### config.mk
export PLATFORM = sky130hd
export DESIGN_NAME = alu_arbiter
export DESIGN_NICKNAME = d
export VERILOG_FILES = /design/src/rtl/alu_arbiter.sv
export SDC_FILE = /design/constraint.sdc
export NUM_CORES = 1
export LEC_CHECK = 0
export BUFFER_PORTS_ARGS = -buffer_cell sky130_fd_sc_hd__buf_4
export CAP_MARGIN = 20
export CORE_MARGIN = 3
export CORE_UTILIZATION = 45
export CTS_CLUSTER_SIZE = 14
export DETAILED_ROUTE_END_ITERATION = 8
export PLACE_DENSITY_LB_ADDON = 0.08
export SYNTH_ARGS = -nofsm -noshare
export SYNTH_HDL_FRONTEND = slang
export SYNTH_SLANG_ARGS = --single-unit
### constraint.sdc
create_clock -name clk -period 14.9 [get_ports clk]
set_input_delay 2.98 -clock clk [delete_from_list [all_inputs] [get_ports clk]]
set_output_delay 2.98 -clock clk [all_outputs]
set_load 0.01 [all_outputs]
### src/rtl/alu_arbiter.sv
// rtl/alu_arbiter.sv - two-port arbiter sharing one 32-bit ALU behind a single result stage
module alu_arbiter #(
  parameter bit FIXED_PRIO = 1'b0,
  parameter int WIDTH      = 32
) (
  input  logic             clk,
  input  logic             rst,
  input  logic             p0_valid,
  output logic             p0_ready,
  input  logic [WIDTH-1:0] p0_rs1,
  input  logic [WIDTH-1:0] p0_rs2,
  input  logic [3:0]       p0_sel,
  output logic             p0_resp_valid,
  input  logic             p0_resp_ready,
  output logic [WIDTH-1:0] p0_result,
  input  logic             p1_valid,
  output logic             p1_ready,
  input  logic [WIDTH-1:0] p1_rs1,
  input  logic [WIDTH-1:0] p1_rs2,
  input  logic [3:0]       p1_sel,
  output logic             p1_resp_valid,
  input  logic             p1_resp_ready,
  output logic [WIDTH-1:0] p1_result
);

  localparam logic [3:0] OP_ADD  = 4'd0;
  localparam logic [3:0] OP_SUB  = 4'd1;
  localparam logic [3:0] OP_SLL  = 4'd2;
  localparam logic [3:0] OP_SLT  = 4'd3;
  localparam logic [3:0] OP_SLTU = 4'd4;
  localparam logic [3:0] OP_XOR  = 4'd5;
  localparam logic [3:0] OP_SRL  = 4'd6;
  localparam logic [3:0] OP_SRA  = 4'd7;
  localparam logic [3:0] OP_OR   = 4'd8;
  localparam logic [3:0] OP_AND  = 4'd9;

  // Output stage and arbitration pointer
  logic             s_valid_q, s_valid_d;
  logic             s_owner_q, s_owner_d;
  logic [WIDTH-1:0] s_result_q, s_result_d;
  logic             last_grant_q, last_grant_d;

  logic             stage_free;
  logic             grant0, grant1;
  logic             fire;
  logic [WIDTH-1:0] alu_a, alu_b, alu_y;
  logic [3:0]       alu_sel;

  // Stage can take a new op when empty or when its owner is draining it this cycle
  always_comb begin
    stage_free = !s_valid_q || (s_owner_q ? p1_resp_ready : p0_resp_ready);
  end

  // Grant from valids only; on a tie the pointer (or fixed priority) decides
  always_comb begin
    grant0   = p0_valid && (!p1_valid || FIXED_PRIO || last_grant_q);
    grant1   = p1_valid && (!p0_valid || (!FIXED_PRIO && !last_grant_q));
    p0_ready = grant0 && stage_free;
    p1_ready = grant1 && stage_free;
    fire     = p0_ready || p1_ready;
  end

  // Shared ALU operand mux: the granted port drives it
  always_comb begin
    alu_a   = grant1 ? p1_rs1 : p0_rs1;
    alu_b   = grant1 ? p1_rs2 : p0_rs2;
    alu_sel = grant1 ? p1_sel : p0_sel;
  end

  // Combinational ALU; shift amounts use all of rs2, so >= WIDTH clears or sign-fills
  always_comb begin
    alu_y = '0;
    case (alu_sel)
      OP_SUB:  alu_y = alu_a - alu_b;
      OP_SLL:  alu_y = alu_a << alu_b;
      OP_SLT:  alu_y = {{(WIDTH-1){1'b0}}, ($signed(alu_a) < $signed(alu_b))};
      OP_SLTU: alu_y = {{(WIDTH-1){1'b0}}, (alu_a < alu_b)};
      OP_XOR:  alu_y = alu_a ^ alu_b;
      OP_SRL:  alu_y = alu_a >> alu_b;
      OP_SRA:  alu_y = $unsigned($signed(alu_a) >>> alu_b);
      OP_OR:   alu_y = alu_a | alu_b;
      OP_AND:  alu_y = alu_a & alu_b;
      OP_ADD:  alu_y = alu_a + alu_b;
      default: alu_y = alu_a + alu_b;
    endcase
  end

  // Next state: capture on fire, otherwise retire a consumed result
  always_comb begin
    s_valid_d    = s_valid_q;
    s_owner_d    = s_owner_q;
    s_result_d   = s_result_q;
    last_grant_d = last_grant_q;
    if (fire) begin
      s_valid_d    = 1'b1;
      s_owner_d    = grant1;
      s_result_d   = alu_y;
      last_grant_d = grant1;
    end else if (stage_free) begin
      s_valid_d = 1'b0;
    end
  end

  // State registers; reset drops any in-flight result and re-arms port 0 for the first tie
  always_ff @(posedge clk) begin
    if (rst) begin
      s_valid_q    <= 1'b0;
      s_owner_q    <= 1'b0;
      s_result_q   <= '0;
      last_grant_q <= 1'b1;
    end else begin
      s_valid_q    <= s_valid_d;
      s_owner_q    <= s_owner_d;
      s_result_q   <= s_result_d;
      last_grant_q <= last_grant_d;
    end
  end

  // Response side: only the owner sees valid, both see the held data
  always_comb begin
    p0_resp_valid = s_valid_q && !s_owner_q;
    p1_resp_valid = s_valid_q && s_owner_q;
    p0_result     = s_result_q;
    p1_result     = s_result_q;
  end

endmodule
==> flow_summary.toml, run 1 <==
[detailed_routing]
drt.antenna.violating_nets = 0
post_drt_via_cell_ratio = 6.99
initialDrtViolationCount = 3167
total_vias_in_the_final_route = 17600
detail_route.wl_per_cell_um = 29.2
wl_um = 73600
remaining_drc_errors = 0
first_pass_iters = 6

[die]
floorplan.core_area_um2 = 29800
dieArea_um2 = 32500
row_count = 63
initial_core_util_pct = 45.9
die_width_um = 180
ios = 210
die_h_um = 180

[sta]
final_period_minus_worst_setup_slack_ns = 8.51
timing.clock.skew_ns = 0.00481
final.setup.tns_ns = 0
timing.final.setup_violations = 0
post-route-worst-setup-slack_ns = 6.39
rsz0062_at_grt = "false"
timing_max_transition_violations_final = 0
hold_viol = 0
fraction_of_the_cycle_the_final_worst_path_needs_pct = 57.1
max_freq_mhz = 117
maxSlewHeadroom_pct = 18.6
slew_worst_pin_ns = 1.22

[power_and_ir_drop]
cellInternalPower_mw = 0.461
share_comb_of_total_power_pct = 77.9
share_clk_of_total_power_pct = 10.4
switching_share_pct = 57.3
static-leakage-power_nw = 6.72
report.power.total_mw = 1.08
power_per_cell_area_nw_per_um2 = 70.7
irDropWorstVdd_v = 0.0000386
netSwitchingPower_mw = 0.619
sequentialPowerShare_pct = 11.7

[critical_path]
critical_path.endpoint_type = "flip-flop"
critical_path_start_end_classification = "input port to flip-flop"
critPathLaunchType = "input port"
cp.arrival_ns = 8.69
crit_required_ns = 15.07
crit_fanout = 72

[cts]
cts_tree = "yes"
clkSinkCount = 35
numCtsBuffers = 5
clkSlewWorstSetupHoldPaths_ns = 0.06
clock_latency_ns = 0.30
post_cts_resized = 0
postCtsHoldBufs = 0
post-cts-setup-buffer-count = 0
cts_max_level = 2
clock_tree.buffer_depth = 2
cts.root.buffer_cell = "sky130_fd_sc_hd__clkbuf_16"

[placement]
weighted_congestion_reported_at_the_end_of_routability_driven_placement = 1.07
port-buffer-count = 209
dpl.hpwl_um = 57000
placedInstanceArea_um2 = 15100
place_ws_ns = 6.33

[flow_run]
max_cap_violations = 0

[yosys]
postSynthNetCount = 2305
synth_top_cell_area_share_pct = 14.8
yosys.area.top_type = "sky130_fd_sc_hd__mux2i_1"
synth_top_family_by_area = "compound AO/OA/AOI/OAI gates"
synthCells = 2065
ys_seq_elements = 35
synthesis.area_um2 = 13700
ys_top_cells_by_area = "sky130_fd_sc_hd__mux2i_1, sky130_fd_sc_hd__nand2_1, sky130_fd_sc_hd__ha_1"
xor_and_xnor_area_share_after_synthesis_pct = 1.60
async_reset_ff_share_pct = 0
netlist_top_cells_count = "sky130_fd_sc_hd__nand2_1, sky130_fd_sc_hd__mux2i_1, sky130_fd_sc_hd__a21oi_1, sky130_fd_sc_hd__nor2_1, sky130_fd_sc_hd__o21ai_0"
yosys.area_share.simple_pct = 24.5
synth_adder_area_share_pct = 9.08
post_synth.cell_area_avg_um2 = 6.62
most_frequent_cell_after_synthesis = "sky130_fd_sc_hd__nand2_1"
synth_compound_gate_area_share_pct = 32.5
synthMuxAreaShare_pct = 18.0
number_of_flops_mapped_to_enable_cells_by_yosys = 0
synth.yosys.warnings = 0
yosysSeqAreaShare_pct = 5.13
most_common_flop_cell_mapped_by_yosys = "sky130_fd_sc_hd__dfxtp_1"
synthDistinctLibCells = 97

[grt]
grt_antenna_before_repair = 3
overflow = 0
grt.total_usage_pct = 42.4
first_global_vias = 15900
grt_first_pass_wirelength_um = 106000
grt_max_degree = 136

[layout]
post-route-util_pct = 51.2
drive_above_1_share_pct = 15.1
finish.net_count = 2366
syn2layout_area_growth_pct = 11.7
design_area_um2 = 15300

[worst_hold_path]
worstHoldPathType = "flip-flop to flip-flop"

[outcome]
outcome = "complete, no violations"
critical path, cell delays in order:
cell                        delay, ns
sky130_fd_sc_hd__buf_4           0.12
sky130_fd_sc_hd__a21bo_4         0.16
sky130_fd_sc_hd__buf_4           0.68
sky130_fd_sc_hd__buf_4           0.82
sky130_fd_sc_hd__mux2i_1         0.44
sky130_fd_sc_hd__inv_1           0.13
sky130_fd_sc_hd__ha_1            0.39
sky130_fd_sc_hd__or2_4           0.29
sky130_fd_sc_hd__a311oi_4        0.37
sky130_fd_sc_hd__a2111oi_2       0.19
sky130_fd_sc_hd__a2111oi_4       0.53
sky130_fd_sc_hd__o21a_1          0.32
sky130_fd_sc_hd__a31oi_1         0.19
sky130_fd_sc_hd__a311o_1         0.44
sky130_fd_sc_hd__a2111oi_2       0.39
sky130_fd_sc_hd__o32ai_1         0.12
worst paths after layout:
| check | cells after the start | slack, ns | startpoint | to |
|---|---|---|---|---|
| max | 16 | 6.39 | p1_valid | p0_result[31]$_SDFFE_PP0P_ |
| min | 2 | 0.53 | p0_result[2]$_SDFFE_PP0P_ | p0_result[2]$_SDFFE_PP0P_ |
| max reg2reg | 15 | 8.76 | last_grant_q$_SDFFE_PP1P_ | p0_result[31]$_SDFFE_PP0P_ |
| min reg2reg | 2 | 0.53 | p0_result[2]$_SDFFE_PP0P_ | p0_result[2]$_SDFFE_PP0P_ |
metrics by stage:
| stage | hold WS (ns) | instances |
|---|---|---|
| floorplan | 0.494 | 2065 |
| global placement | 0.481 | 2509 |
| detailed placement | 0.518 | 2509 |
| CTS | 0.534 | 2517 |
| global route | 0.552 | 2517 |
| finish | 0.525 | 2518 |
power groups by stage:
| stage | logic, mW | clock network (mW) | registers (mW) |
|---|---|---|---|
| floorplan | 0.514 | 0 | 0.125 |
| global placement | 0.797 | 0 | 0.127 |
| detailed placement | 0.799 | 0 | 0.127 |
| CTS | 0.802 | 0.113 | 0.125 |
| global route | 0.882 | 0.115 | 0.128 |
| finish | 0.841 | 0.112 | 0.126 |
registers in the layout (all words and copies together) (netlist names):
register,flops
s_owner_q,1
s_valid_q,1
last_grant_q,1
p0_result,32
area by class of cell:
cell class / instances / area (um2)
Antenna cell: 1 / 2.50
Clock inverter: 2 / 12.5
Sequential cell: 35 / 701
Clock buffer: 6 / 129
Inverter: 95 / 357
Fill cell: 3104 / 14500
Timing Repair Buffer: 241 / 1820
Tap cell: 390 / 488
Multi-Input combinational cell: 1748 / 11700
per-layer routing:
metal	global-route usage [%]	vias up	wire length (um)	part of all wire (%)
li1	-	7678	-	-
met1	56.6	8213	28600	39
met2	60.1	1410	29200	40
met3	12.4	290	10200	14
met4	25.5	4	5580	7.6
met5	0	-	54	0.073
cells in the final DEF (no fill, tap or decap), types with 20 or more instances in the layout:
cell	instances
sky130_fd_sc_hd__a211oi_1	42
sky130_fd_sc_hd__a21o_1	24
sky130_fd_sc_hd__a21oi_1	162
sky130_fd_sc_hd__a31oi_1	36
sky130_fd_sc_hd__and2_1	29
sky130_fd_sc_hd__buf_4	240
sky130_fd_sc_hd__dfxtp_1	35
sky130_fd_sc_hd__ha_1	96
sky130_fd_sc_hd__inv_1	90
sky130_fd_sc_hd__mux2_2	35
sky130_fd_sc_hd__mux2i_1	199
sky130_fd_sc_hd__nand2_1	324
sky130_fd_sc_hd__nand3_1	47
sky130_fd_sc_hd__nor2_1	162
sky130_fd_sc_hd__nor2b_1	30
sky130_fd_sc_hd__nor3_1	48
sky130_fd_sc_hd__nor4_1	20
sky130_fd_sc_hd__o211ai_1	47
sky130_fd_sc_hd__o21ai_0	104
sky130_fd_sc_hd__o21bai_1	20
sky130_fd_sc_hd__o22ai_1	22
sky130_fd_sc_hd__xnor2_1	21
logic make-up (layout without fill, tap and decap cells):
logic type / after synthesis / count (layout)
compound gates: 649 / 649
xor+xnor: 25 / 25
fa+ha+maj: 98 / 98
buf+inv: 282 / 344
flops: 35 / 35
mux: 239 / 239
other cells: 0 / 1
simple gates: 737 / 737
(Power assumes the default switching activity.)
==> inputs of run 2 (changes only) <==
==> constraint.sdc (replaced) <==
create_clock -name clk -period 7.5 [get_ports clk]
set_input_delay 1.5 -clock clk [delete_from_list [all_inputs] [get_ports clk]]
set_output_delay 1.5 -clock clk [all_outputs]
set_load 0.01 [all_outputs]
==> run 2 against run 1 <==
- core utilization is 0.17 points higher
- cell count is 0.32% higher
- design area is 0.33% higher
- clock power is 100% higher
- register-to-register slack worse by 6.2 ns
- clock-buffer cell count stayed put
- total power is 99% higher
- setup slack worse by 4.8 ns
- sequential share of layout area hardly changed
- die area stayed put
==> flow_summary.toml, run 2 (same netlist as run 1, synthesis figures left out) <==
[cts]
clkSinkCount = 35
clkSlewWorstSetupHoldPaths_ns = 0.07
postCtsHoldBufs = 0
post_cts_resized = 0
clock_latency_ns = 0.29
post-cts-setup-buffer-count = 0
cts.root.buffer_cell = "sky130_fd_sc_hd__clkbuf_16"
numCtsBuffers = 5
cts_max_level = 2
clock_tree.buffer_depth = 2
cts_tree = "yes"

[detailed_routing]
wl_met3_um = 9890
post_drt_via_cell_ratio = 6.94
remaining_drc_errors = 0
top_layer_used = "met4"
first_pass_iters = 7
wl_um = 72400
drt.antenna.violating_nets = 0
routed-wl-met2_um = 29400
total_vias_in_the_final_route = 17500
initialDrtViolationCount = 3110
detail_route.wl_per_cell_um = 28.7
wl_met1_um = 28200

[sta]
rsz0062_at_grt = "false"
timing.final.setup_violations = 0
fraction_of_the_cycle_the_final_worst_path_needs_pct = 78.9
timing.clock.skew_ns = 0.00379
post-route-worst-setup-slack_ns = 1.58
maxSlewHeadroom_pct = 24.6
hold_viol = 0
timing_max_transition_violations_final = 0
final_period_minus_worst_setup_slack_ns = 5.92
slew_worst_pin_ns = 1.13
final.setup.tns_ns = 0
max_freq_mhz = 169

[die]
row_count = 63
die_width_um = 180
initial_core_util_pct = 45.9
ios = 210
floorplan.core_area_um2 = 29800
dieArea_um2 = 32500
die_h_um = 180

[power_and_ir_drop]
irDropWorstVdd_v = 0.0000974
static-leakage-power_nw = 6.76
power_per_cell_area_nw_per_um2 = 140

[critical_path]
critical_path.endpoint_type = "flip-flop"
cp.arrival_ns = 6.09
critPathLaunchType = "input port"
crit_required_ns = 7.67
critical_path_start_end_classification = "input port to flip-flop"
rrSetupSlack_ns = 2.52
crit_fanout = 8

[grt]
grt_first_pass_wirelength_um = 104000
grt_max_degree = 76
grt.total_usage_pct = 41.4
grt_antenna_before_repair = 1
first_global_vias = 15700
overflow = 0

[placement]
port-buffer-count = 209
weighted_congestion_reported_at_the_end_of_routability_driven_placement = 1.13
dpl.hpwl_um = 57000
place_ws_ns = 1.44

[outcome]
outcome = "complete, no violations"

[layout]
fillers = 3134
drive_above_1_share_pct = 15.3
layout_commonest_cell = "sky130_fd_sc_hd__nand2_1"
layout_common_cells = "sky130_fd_sc_hd__nand2_1, sky130_fd_sc_hd__buf_4, sky130_fd_sc_hd__mux2i_1"
largest_reg_flops = 32
syn2layout_area_growth_pct = 12.0
multi_input_comb_area_um2 = 11700
finish.net_count = 2374
ff_latch_area_um2 = 701

[worst_hold_path]
worstHoldPathType = "flip-flop to flip-flop"

[flow_run]
max_cap_violations = 0
-- run 2: changes by cell type in the layout (fill, tap and decap cells not counted) --
cell                        before  now
sky130_fd_sc_hd__buf_4         240  248
sky130_fd_sc_hd__a2111oi_2       3    2
sky130_fd_sc_hd__mux2i_2         2    1
sky130_fd_sc_hd__mux2i_1       199  200
sky130_fd_sc_hd__a2111oi_0      12   13
-- run 2: layout make-up --
cell class / count / area share, %
Antenna cell: 1 / 0.0163
Clock buffer: 6 / 0.842
Clock inverter: 2 / 0.0817
Inverter: 95 / 2.33
Multi-Input combinational cell: 1748 / 76.7
Sequential cell: 35 / 4.58
Tap cell: 390 / 3.19
Timing Repair Buffer: 249 / 12.3
-- run 2: metrics by stage --
stage	area, um2	cells	util, %	total power [mW]	hold slack, ns
6_report	15300	2526	51.4	2.15	0.521
2_1_floorplan	13700	2065	-	1.27	0.494
3_3_place_gp	15200	2516	50.9	1.83	0.474
5_1_grt	15300	2525	51.4	2.24	0.555
3_5_place_dp	15200	2517	50.9	1.85	0.514
4_1_cts	15300	2525	51.4	2.07	0.530
-- run 2: worst max-delay path, stage by stage --
cell and delay, ns:
sky130_fd_sc_hd__buf_4 0.14, sky130_fd_sc_hd__a21boi_4 0.40, sky130_fd_sc_hd__mux2i_1 0.74, sky130_fd_sc_hd__inv_1 0.10, sky130_fd_sc_hd__ha_1 0.27, sky130_fd_sc_hd__a211o_1 0.36
sky130_fd_sc_hd__a311oi_4 0.34, sky130_fd_sc_hd__a2111oi_2 0.18, sky130_fd_sc_hd__a2111oi_4 0.56, sky130_fd_sc_hd__o21a_1 0.34, sky130_fd_sc_hd__a31oi_1 0.21, sky130_fd_sc_hd__a311o_1 0.44
sky130_fd_sc_hd__a2111oi_2 0.36, sky130_fd_sc_hd__o32ai_1 0.12
-- run 2: metal layers --
layer  up-vias  track usage [%]
li1       7703                -
met1      8211             55.7
met2      1367             60.5
met3       247             11.0
met4         0             21.6
met5         -                0
-- run 2: final timing paths --
| check | depth (start not counted) | startpoint | endpoint |
|---|---|---|---|
| max reg2reg | 14 | last_grant_q$_SDFFE_PP1P_ | p0_result[31]$_SDFFE_PP0P_ |
| max | 14 | p0_valid | p0_result[31]$_SDFFE_PP0P_ |
| min reg2reg | 2 | p0_result[21]$_SDFFE_PP0P_ | p0_result[21]$_SDFFE_PP0P_ |
| min | 2 | p0_result[21]$_SDFFE_PP0P_ | p0_result[21]$_SDFFE_PP0P_ |
-- run 2: where the power goes --
| part | internal, mW | switching, mW | leakage, nW |
|---|---|---|---|
| clock network | 0.123 | 0.102 | 0.0669 |
| logic | 0.582 | 1.09 | 6.40 |
| registers | 0.214 | 0.0368 | 0.290 |
